### config.mk
export PLATFORM = sky130hd
export DESIGN_NAME = xil_mem_sp_arb_1024x18
export DESIGN_NICKNAME = d
export VERILOG_FILES = /design/src/rtl/xil_mem_sp_arb_1024x18.sv
export SDC_FILE = /design/constraint.sdc
export NUM_CORES = 1
export LEC_CHECK = 0
export CELL_PAD_IN_SITES_DETAIL_PLACEMENT = 0
export CELL_PAD_IN_SITES_GLOBAL_PLACEMENT = 1
export CORE_UTILIZATION = 32
export DETAILED_ROUTE_END_ITERATION = 16
export PLACE_DENSITY_LB_ADDON = 0.1
export SYNTH_ARGS = -nofsm -noshare
export SYNTH_HDL_FRONTEND = slang
export SYNTH_SLANG_ARGS = --single-unit
### constraint.sdc
create_clock -name clk -period 3 [get_ports clk]
set_input_delay 0.6 -clock clk [delete_from_list [all_inputs] [get_ports clk]]
set_output_delay 0.6 -clock clk [all_outputs]
set_load 0.01 [all_outputs]
### src/rtl/xil_mem_sp_arb_1024x18.sv
// Two-port arbiter/sequencer in front of a single-port 1024x18 read-first BRAM with 9-bit lanes.
// Optional power-up clear engine enabled by defining XIL_MEM_SP_ARB_CLEAR_EN.
module xil_mem_sp_arb_1024x18 #(
    parameter int unsigned FIXED_PRIO = 0,
    parameter logic [17:0] INIT_VALUE = 18'h00000
) (
    input  logic        clk,
    input  logic        rst,
    input  logic        i_a_req,
    output logic        o_a_gnt,
    input  logic [1:0]  i_a_wen,
    input  logic [9:0]  i_a_adr,
    input  logic [17:0] i_a_wdata,
    output logic        o_a_rvalid,
    output logic [17:0] o_a_rdata,
    input  logic        i_b_req,
    output logic        o_b_gnt,
    input  logic [1:0]  i_b_wen,
    input  logic [9:0]  i_b_adr,
    input  logic [17:0] i_b_wdata,
    output logic        o_b_rvalid,
    output logic [17:0] o_b_rdata,
    output logic        o_mem_en,
    output logic [1:0]  o_mem_wen,
    output logic [9:0]  o_mem_adr,
    output logic [17:0] o_mem_wdata,
    input  logic [17:0] i_mem_rdata,
    output logic        o_busy
);

    localparam int unsigned AW = 10;
    localparam int unsigned DW = 18;
    localparam int unsigned LW = 2;
    localparam logic [AW-1:0] LAST_ADR = '1;

    logic          busy;
    logic [AW-1:0] clr_cnt;
    logic          last_a;
    logic          win_a;
    logic          win_b;
    logic          gnt_any;
    logic [LW-1:0] sel_wen;
    logic [AW-1:0] sel_adr;
    logic [DW-1:0] sel_wdata;
    logic          s1_owner;
    logic          s1_rd;
    logic          s2_valid;
    logic          s2_owner;

`ifdef XIL_MEM_SP_ARB_CLEAR_EN
    // Clear engine: walks every address once after reset, then parks at 0
    always_ff @(posedge clk or posedge rst) begin
        if (rst) begin
            busy    <= 1'b1;
            clr_cnt <= '0;
        end else if (busy) begin
            clr_cnt <= clr_cnt + AW'(1);
            if (clr_cnt == LAST_ADR) begin
                busy <= 1'b0;
            end
        end
    end
`else
    assign busy    = 1'b0;
    assign clr_cnt = '0;
`endif

    assign o_busy = busy;

    // Arbitration: last_a set means A was granted most recently, so B wins a tie
    always_comb begin
        win_a = i_a_req && ((FIXED_PRIO != 0) || !i_b_req || !last_a);
        win_b = i_b_req && !win_a;
    end

    assign o_a_gnt = win_a && !busy;
    assign o_b_gnt = win_b && !busy;
    assign gnt_any = o_a_gnt || o_b_gnt;

    always_comb begin
        sel_wen   = i_a_wen;
        sel_adr   = i_a_adr;
        sel_wdata = i_a_wdata;
        if (o_b_gnt) begin
            sel_wen   = i_b_wen;
            sel_adr   = i_b_adr;
            sel_wdata = i_b_wdata;
        end
    end

    always_ff @(posedge clk or posedge rst) begin
        if (rst) begin
            last_a <= 1'b0;
        end else if (o_a_gnt) begin
            last_a <= 1'b1;
        end else if (o_b_gnt) begin
            last_a <= 1'b0;
        end
    end

    // Stage 1: registered memory command plus owner/read tags
    always_ff @(posedge clk or posedge rst) begin
        if (rst) begin
            o_mem_en    <= 1'b0;
            o_mem_wen   <= '0;
            o_mem_adr   <= '0;
            o_mem_wdata <= '0;
            s1_owner    <= 1'b0;
            s1_rd       <= 1'b0;
        end else if (busy) begin
            o_mem_en    <= 1'b1;
            o_mem_wen   <= '1;
            o_mem_adr   <= clr_cnt;
            o_mem_wdata <= INIT_VALUE;
            s1_owner    <= 1'b0;
            s1_rd       <= 1'b0;
        end else begin
            o_mem_en <= gnt_any;
            s1_owner <= o_b_gnt;
            if (gnt_any) begin
                o_mem_wen   <= sel_wen;
                o_mem_adr   <= sel_adr;
                o_mem_wdata <= sel_wdata;
                s1_rd       <= (sel_wen == '0);
            end else begin
                o_mem_wen <= '0;
                s1_rd     <= 1'b0;
            end
        end
    end

    // Stage 2: BRAM output is valid the cycle after the enable
    always_ff @(posedge clk or posedge rst) begin
        if (rst) begin
            s2_valid <= 1'b0;
            s2_owner <= 1'b0;
        end else begin
            s2_valid <= o_mem_en && s1_rd;
            s2_owner <= s1_owner;
        end
    end

    // Response: capture into the owner's data register and pulse its valid
    always_ff @(posedge clk or posedge rst) begin
        if (rst) begin
            o_a_rvalid <= 1'b0;
            o_a_rdata  <= '0;
            o_b_rvalid <= 1'b0;
            o_b_rdata  <= '0;
        end else begin
            o_a_rvalid <= s2_valid && !s2_owner;
            o_b_rvalid <= s2_valid && s2_owner;
            if (s2_valid && !s2_owner) begin
                o_a_rdata <= i_mem_rdata;
            end
            if (s2_valid && s2_owner) begin
                o_b_rdata <= i_mem_rdata;
            end
        end
    end

endmodule

==> results of run 1 <==
==> cells in the final DEF, fill, tap and decap left out <==
| cell type | instances |
|---|---|
| clkbuf_8 | 9 |
| nor2b_2 | 1 |
| mux2_2 | 63 |
| nor2_1 | 1 |
| mux2i_1 | 3 |
| clkinv_4 | 1 |
| clkdlybuf4s50_1 | 152 |
| nand2_1 | 2 |
| a21bo_2 | 1 |
| mux2_4 | 26 |
| bufinv_16 | 4 |
| mux2_1 | 4 |
| clkbuf_1 | 1 |
| buf_4 | 4 |
| conb_1 | 1 |
| buf_12 | 1 |
| inv_2 | 1 |
| dfrtp_1 | 74 |
| nand2_2 | 1 |
| inv_1 | 5 |
| or2_2 | 1 |
| nor3b_1 | 1 |
| and2_1 | 2 |
| inv_6 | 1 |
==> flip-flops by register name (all words and copies together), names as in the netlist <==
signal / cells
last_a: 1
o_a_rdata: 18
o_b_rvalid: 1
o_mem_adr: 10
s1_owner: 1
o_mem_en: 1
s2_owner: 1
o_mem_wen: 2
o_a_rvalid: 1
s1_rd: 1
s2_valid: 1
o_b_rdata: 18
o_mem_wdata: 18
==> worst max path at each step <==
stage | to
after floorplan | last_a$_DFFE_PP0P_
after global placement | o_b_gnt
after detailed placement | o_b_gnt
after CTS | o_b_gnt
after global routing | o_b_gnt
final | o_b_gnt
==> critical path: cells and delay by family <==
kind / cells / cell delay, ns
AOI/OAI and AO/OA: 1 / 0.17
buffers and inverters: 2 / 1.09
and+or+nand+nor: 1 / 0.17
==> layout make-up <==
type | instances | share of cell area [%]
clock buffer | 10 | 2.49
clock inverter | 6 | 2.69
inverter | 6 | 0.440
multi-input combinational | 107 | 24.2
sequential | 74 | 36.2
tap | 133 | 3.25
timing repair buffer | 157 | 30.7
==> cell families (layout without fill, tap and decap cells) <==
logic type	after synthesis	count (layout)	synth area share [%]
other	1	1	0.116
muxes	96	96	36.3
buffers and inverters	18	179	4.49
and+or+nand+nor	9	9	1.55
DFF	74	74	57.2
AOI/OAI and AO/OA	1	1	0.309
==> metal layers <==
metal	global-route usage [%]	wire, microns
met1	17.6	3020
met2	20.6	3290
met3	5.56	736
met4	6.59	109
met5	0	0
==> power groups by stage <==
stage          clock network, mW  registers, mW  logic (mW)
3_5_place_dp                   0           1.32       0.985
2_1_floorplan                  0           1.41       0.322
3_3_place_gp                   0           1.31       0.974
5_1_grt                     1.11           1.32        1.04
6_report                    1.02           1.29       0.973
4_1_cts                     1.06           1.30       0.988
==> qor.yml, run 1 <==
status:
  status: "finished, final reports clean"
detailed_routing:
  dr.pass1.iters: 4
  drtIter0Drc: 36
  detail-route-antenna-nets: 0
  via_per_inst: 4.30
  drcViolationCount: 0
  wl_mm: 7.16
  vias: 2122
  wl_per_cell_microns: 14.5
yosys:
  synth_cells: 199
  synth_top_area_cell: "dfrtp_1"
  syn_avg_cell_area_sq_um: 16.3
  synth_cell_types: 20
  ys_seq_area_share_pct: 57.2
  synth-edff-count: 0
  ys_top_cells_by_count: "dfrtp_1, mux2_2, mux2_4"
  netlist.area_leader.share_pct: 57.2
  synth_area_leaders: "dfrtp_1, mux2_2, mux2_4"
  synth_fp_nets: 281
  ys_ff_latch: 74
  synthFlopType: "dfrtp_1"
  async_flop_share_pct: 100
  yosys_warnings: 0
  syn-cell-area_sq_mm: 0.00324
  synth_most_common_cell: "dfrtp_1"
die:
  io_pins: 154
  die_width_microns: 103
  rows: 36
  initial_core_util_pct: 33.1
  die_h_microns: 103
  dieArea_sq_mm: 0.0105
  coreArea_sq_mm: 0.00977
cts:
  clk_pin_slew_ns: 0.08
  clock-sinks: 74
  postCtsSetupBuffers: 0
  numCtsBuffers: 9
  clk_path_buf_depth: 2
  cts_tree: "done"
  htreeDepth: 3
  cts-root-buf: "clkbuf_8"
  cts-hold-fix-buffers: 0
  worstSkewPairLatency_ns: 0.34
  cts_resized: 0
placement:
  portBuffers: 152
  dpl.hpwl_mm: 5.04
  place_congestion: 0.713
  post-place-cells: 477
  pre_cts_ws_ns: 0.364
  placed_cell_area_sq_mm: 0.00485
timing:
  slew_violations: 0
  fin_ws_ns: 0.365
  setup_violations: 0
  period_minus_slack_ns: 2.64
  rsz0062_at_grt: "false"
  fin_crit_sh_pct: 87.8
  hold_violations: 0
  skew_ns: 0.0133
  hold_slack_ns: 0.356
  worst_pin_slew_ns: 0.552
  max_clock_freq_mhz: 379
  fin_tns_setup_ns: 0
  relSlewSlack_pct: 63.1
power:
  combPwrFrac_pct: 29.6
  power.leakage_nw: 2.21
  p_seq_share_pct: 39.4
  pwr_density_cell_mw_per_mm2: 642
  total_power_mw: 3.28
  netSwitchingFraction_pct: 24.1
  p_int_mw: 2.49
  pwr-share-clk_pct: 31.0
  p_sw_uw: 790
  peakVddDrop_uv: 265
grt:
  grt_usage_pct: 13.9
  overflow: 0
  grt_max_degree: 51
  grt_pass1_vias: 2182
  grt_pass1_wl_mm: 10.8
  antenna_found_initial: 0
setup_path:
  crit_slowest_cell: "clkdlybuf4s50_1"
  arrival_ns: 2.04
  crit_path_end_kind: "output port"
  cp-start-kind: "primary input"
  worstReg2RegStart: "last_a$_DFFE_PP0P_"
  timing.reg2reg.setup_slack_ns: 1.60
  critPathMaxFanout: 4
  r2r-end: "o_mem_wdata[7]$_DFFE_PP0P_"
  worst_path_largest_cell_delay_ns: 0.57
  critPathRequiredTime_ns: 2.40
  crit_start: "i_b_req"
  path_cells: "clkdlybuf4s50_1 > a21bo_2 > and2_1 > clkdlybuf4s50_1"
  cp_common_cell: "clkdlybuf4s50_1"
  reg2regPathDepth: 3
  path_class: "in -> out"
layout:
  seq_area_sq_mm: 0.00185
  final_util_pct: 52.4
  fin_area_sq_mm: 0.00512
  fin_nets: 437
  antenna_cells: 0
  areaGrowthSynthToFinish_pct: 58.2
  multiInputGateArea_sq_mm: 0.00124
  drive_above_1_share_pct: 31.7
  final_cells: 493
  fillers: 862
hold_path:
  holdPathStages: 0
  hold_end: "s2_owner$_DFF_PP0_"
  hp-class: "reg -> reg"
  hold_start: "s1_owner$_DFF_PP0_"
run:
  max_cap_viol_count: 0
(Power assumes the default switching activity.)
==> run 2: changes to the inputs <==
- CORE_ASPECT_RATIO: unset -> 1.4
- clock period: 3 -> 2.8 ns (I/O delays scaled with it)
==> run 2 against run 1 <==
Compared with the run above: sequential power increased by 8%; worst hold slack got worse by 0.0094 ns; global-route usage increased by 0.91 points; clock power increased by 13%; critical path type unchanged; highest routed layer unchanged.
==> qor.yml, run 2 (synthesis results as in run 1) <==
setup_path:
  critPathRequiredTime_ns: 2.24  # -0.16 ns
  crit_path_end_kind: "output port"
  cp-start-kind: "primary input"
  cp_common_cell: "clkdlybuf4s50_1"
  critPathMaxFanout: 4  # unchanged
  arrival_ns: 1.98  # -0.06 ns
  timing.reg2reg.setup_slack_ns: 1.45  # -0.15 ns
  crit_slowest_cell: "clkdlybuf4s50_1"
  path_cells: "clkdlybuf4s50_1 > a21bo_2 > and2_1 > clkdlybuf4s50_1"
  path_class: "in -> out"
  worst_path_largest_cell_delay_ns: 0.50  # -0.07 ns
layout:
  areaGrowthSynthToFinish_pct: 59.3
  fin_nets: 438  # +0.23%
  drive_above_1_share_pct: 31.9  # +0.28 points
  fin_area_sq_mm: 0.00515  # +0.71%
  most-common-layout-cells: "clkdlybuf4s50_1, dfrtp_1, mux2_2"
  antenna_cells: 0  # unchanged
  reg.largest.list: "o_a_rdata x18, o_b_rdata x18, o_mem_wdata x18"
  layout_commonest_cell: "clkdlybuf4s50_1"
cts:
  htreeDepth: 3  # unchanged
  cts_resized: 0  # unchanged
  cts-hold-fix-buffers: 0  # unchanged
  clk_pin_slew_ns: 0.06  # -0.02 ns
  worstSkewPairLatency_ns: 0.32  # -0.02 ns
  postCtsSetupBuffers: 0  # unchanged
  numCtsBuffers: 9  # unchanged
  cts_tree: "done"
  clock-sinks: 74  # unchanged
  clk_path_buf_depth: 2  # unchanged
  cts-root-buf: "clkbuf_16"
die:
  dieArea_sq_mm: 0.0105  # about the same
  die_width_microns: 87.0  # -15%
  coreArea_sq_mm: 0.00985  # +0.73%
  io_pins: 154  # unchanged
  die_h_microns: 121  # +18%
  initial_core_util_pct: 32.9  # -0.24 points
  rows: 43  # +19%
detailed_routing:
  dr.pass1.iters: 3  # -1
  detail-route-antenna-nets: 0  # unchanged
  wl_mm: 7.24  # +1.1%
  drcViolationCount: 0  # unchanged
  via_per_inst: 4.33  # +0.53%
  vias: 2142  # +0.94%
  drtIter0Drc: 61  # +69%
  wl_per_cell_microns: 14.6  # +0.70%
grt:
  grt_use_met2_pct: 24.3  # +3.7 points
  overflow: 0  # unchanged
  grt_pass1_vias: 2306  # +5.7%
  top_usage_layer: "met2"
  grt_usage_pct: 14.8  # +0.91 points
  grtUsageMet3_pct: 5.03  # -0.53 points
  grt_pass1_wl_mm: 11.6  # +8.3%
  antenna_found_initial: 0  # unchanged
  grt_max_degree: 36  # -29%
  met1_usage_pct: 17.3  # -0.33 points
power:
  peakVddDrop_uv: 309  # +17%
  pwr_density_cell_mw_per_mm2: 694  # +8.2%
  power.leakage_nw: 2.22  # +0.76%
timing:
  fin_tns_setup_ns: 0  # unchanged
  fin_crit_sh_pct: 90.7
  period_minus_slack_ns: 2.54
  hold_violations: 0  # unchanged
  setup_violations: 0  # unchanged
  max_clock_freq_mhz: 394
  skew_ns: 0.00494  # -0.00831 ns
  slew_violations: 0  # unchanged
  hold_slack_ns: 0.347  # -0.00938 ns
  rsz0062_at_grt: "false"
hold_path:
  hp-class: "reg -> reg"
run:
  max_cap_viol_count: 0  # unchanged
placement:
  place_congestion: 0.698  # -2.1%
  dpl.hpwl_mm: 5.32  # +5.4%
  portBuffers: 152  # unchanged
  placed_cell_area_sq_mm: 0.00485  # about the same
status:
  status: "finished, final reports clean"
## run 2: cell types whose count changed in the layout (fill, tap and decap cells not counted), sizes merged
| cell | delta |
|---|---|
| buf | +1 |
| bufinv | -3 |
| clkbuf | +1 |
| clkinv | +1 |
| clkinvlp | +1 |
| inv | -1 |
## run 2: area by class of cell
cell class / count / area [sq um]
multi-input combinational: 107 / 1240
clock inverter: 4 / 51.3
tap: 135 / 169
inverter: 6 / 22.5
fill: 888 / 4690
sequential: 74 / 1850
timing repair buffer: 158 / 1570
clock buffer: 11 / 253
## run 2: per-layer routing
metal	wire [microns]	part of all wire, %
met1	2780	38
met2	3790	52
met3	566	7.8
met4	104	1.4
met5	0	0
## run 2: critical path, delay by kind of cell
family	cells	cell delay (ns)
AO/OA/AOI/OAI	1	0.25
AND/OR/NAND/NOR	1	0.19
buffers and inverters	2	0.98
## run 2: per-stage QoR
stage | setup slack [ns] | utilization [%] | total power, mW | cells
after CTS | 0.242 | 52.4 | 3.65 | 495
after detailed placement | 0.242 | 49.3 | 2.47 | 480
after global placement | 0.260 | 49.3 | 2.45 | 480
final | 0.259 | 52.4 | 3.58 | 495
after global routing | 0.218 | 52.4 | 3.77 | 495
after floorplan | 0.358 | - | 1.86 | 199
## run 2: final timing paths
check                                   start                           to  cells past startpoint
max                                   i_a_req                      o_b_gnt                      4
min                        s1_owner$_DFF_PP0_           s2_owner$_DFF_PP0_                      0
max reg2reg                last_a$_DFFE_PP0P_  o_mem_wdata[15]$_DFFE_PP0P_                      3
min reg2reg                s1_owner$_DFF_PP0_           s2_owner$_DFF_PP0_                      0
max in group asynchronous                 rst     o_b_rdata[1]$_DFFE_PP0P_                      3
min in group asynchronous                 rst    o_b_rdata[15]$_DFFE_PP0P_                      2
## run 2: where the power goes
part	leakage (nW)	switching (mW)	internal (mW)	total, mW
clock network	0.148	0.415	0.733	1.15
logic	1.20	0.338	0.697	1.03
registers	0.877	0.105	1.29	1.39
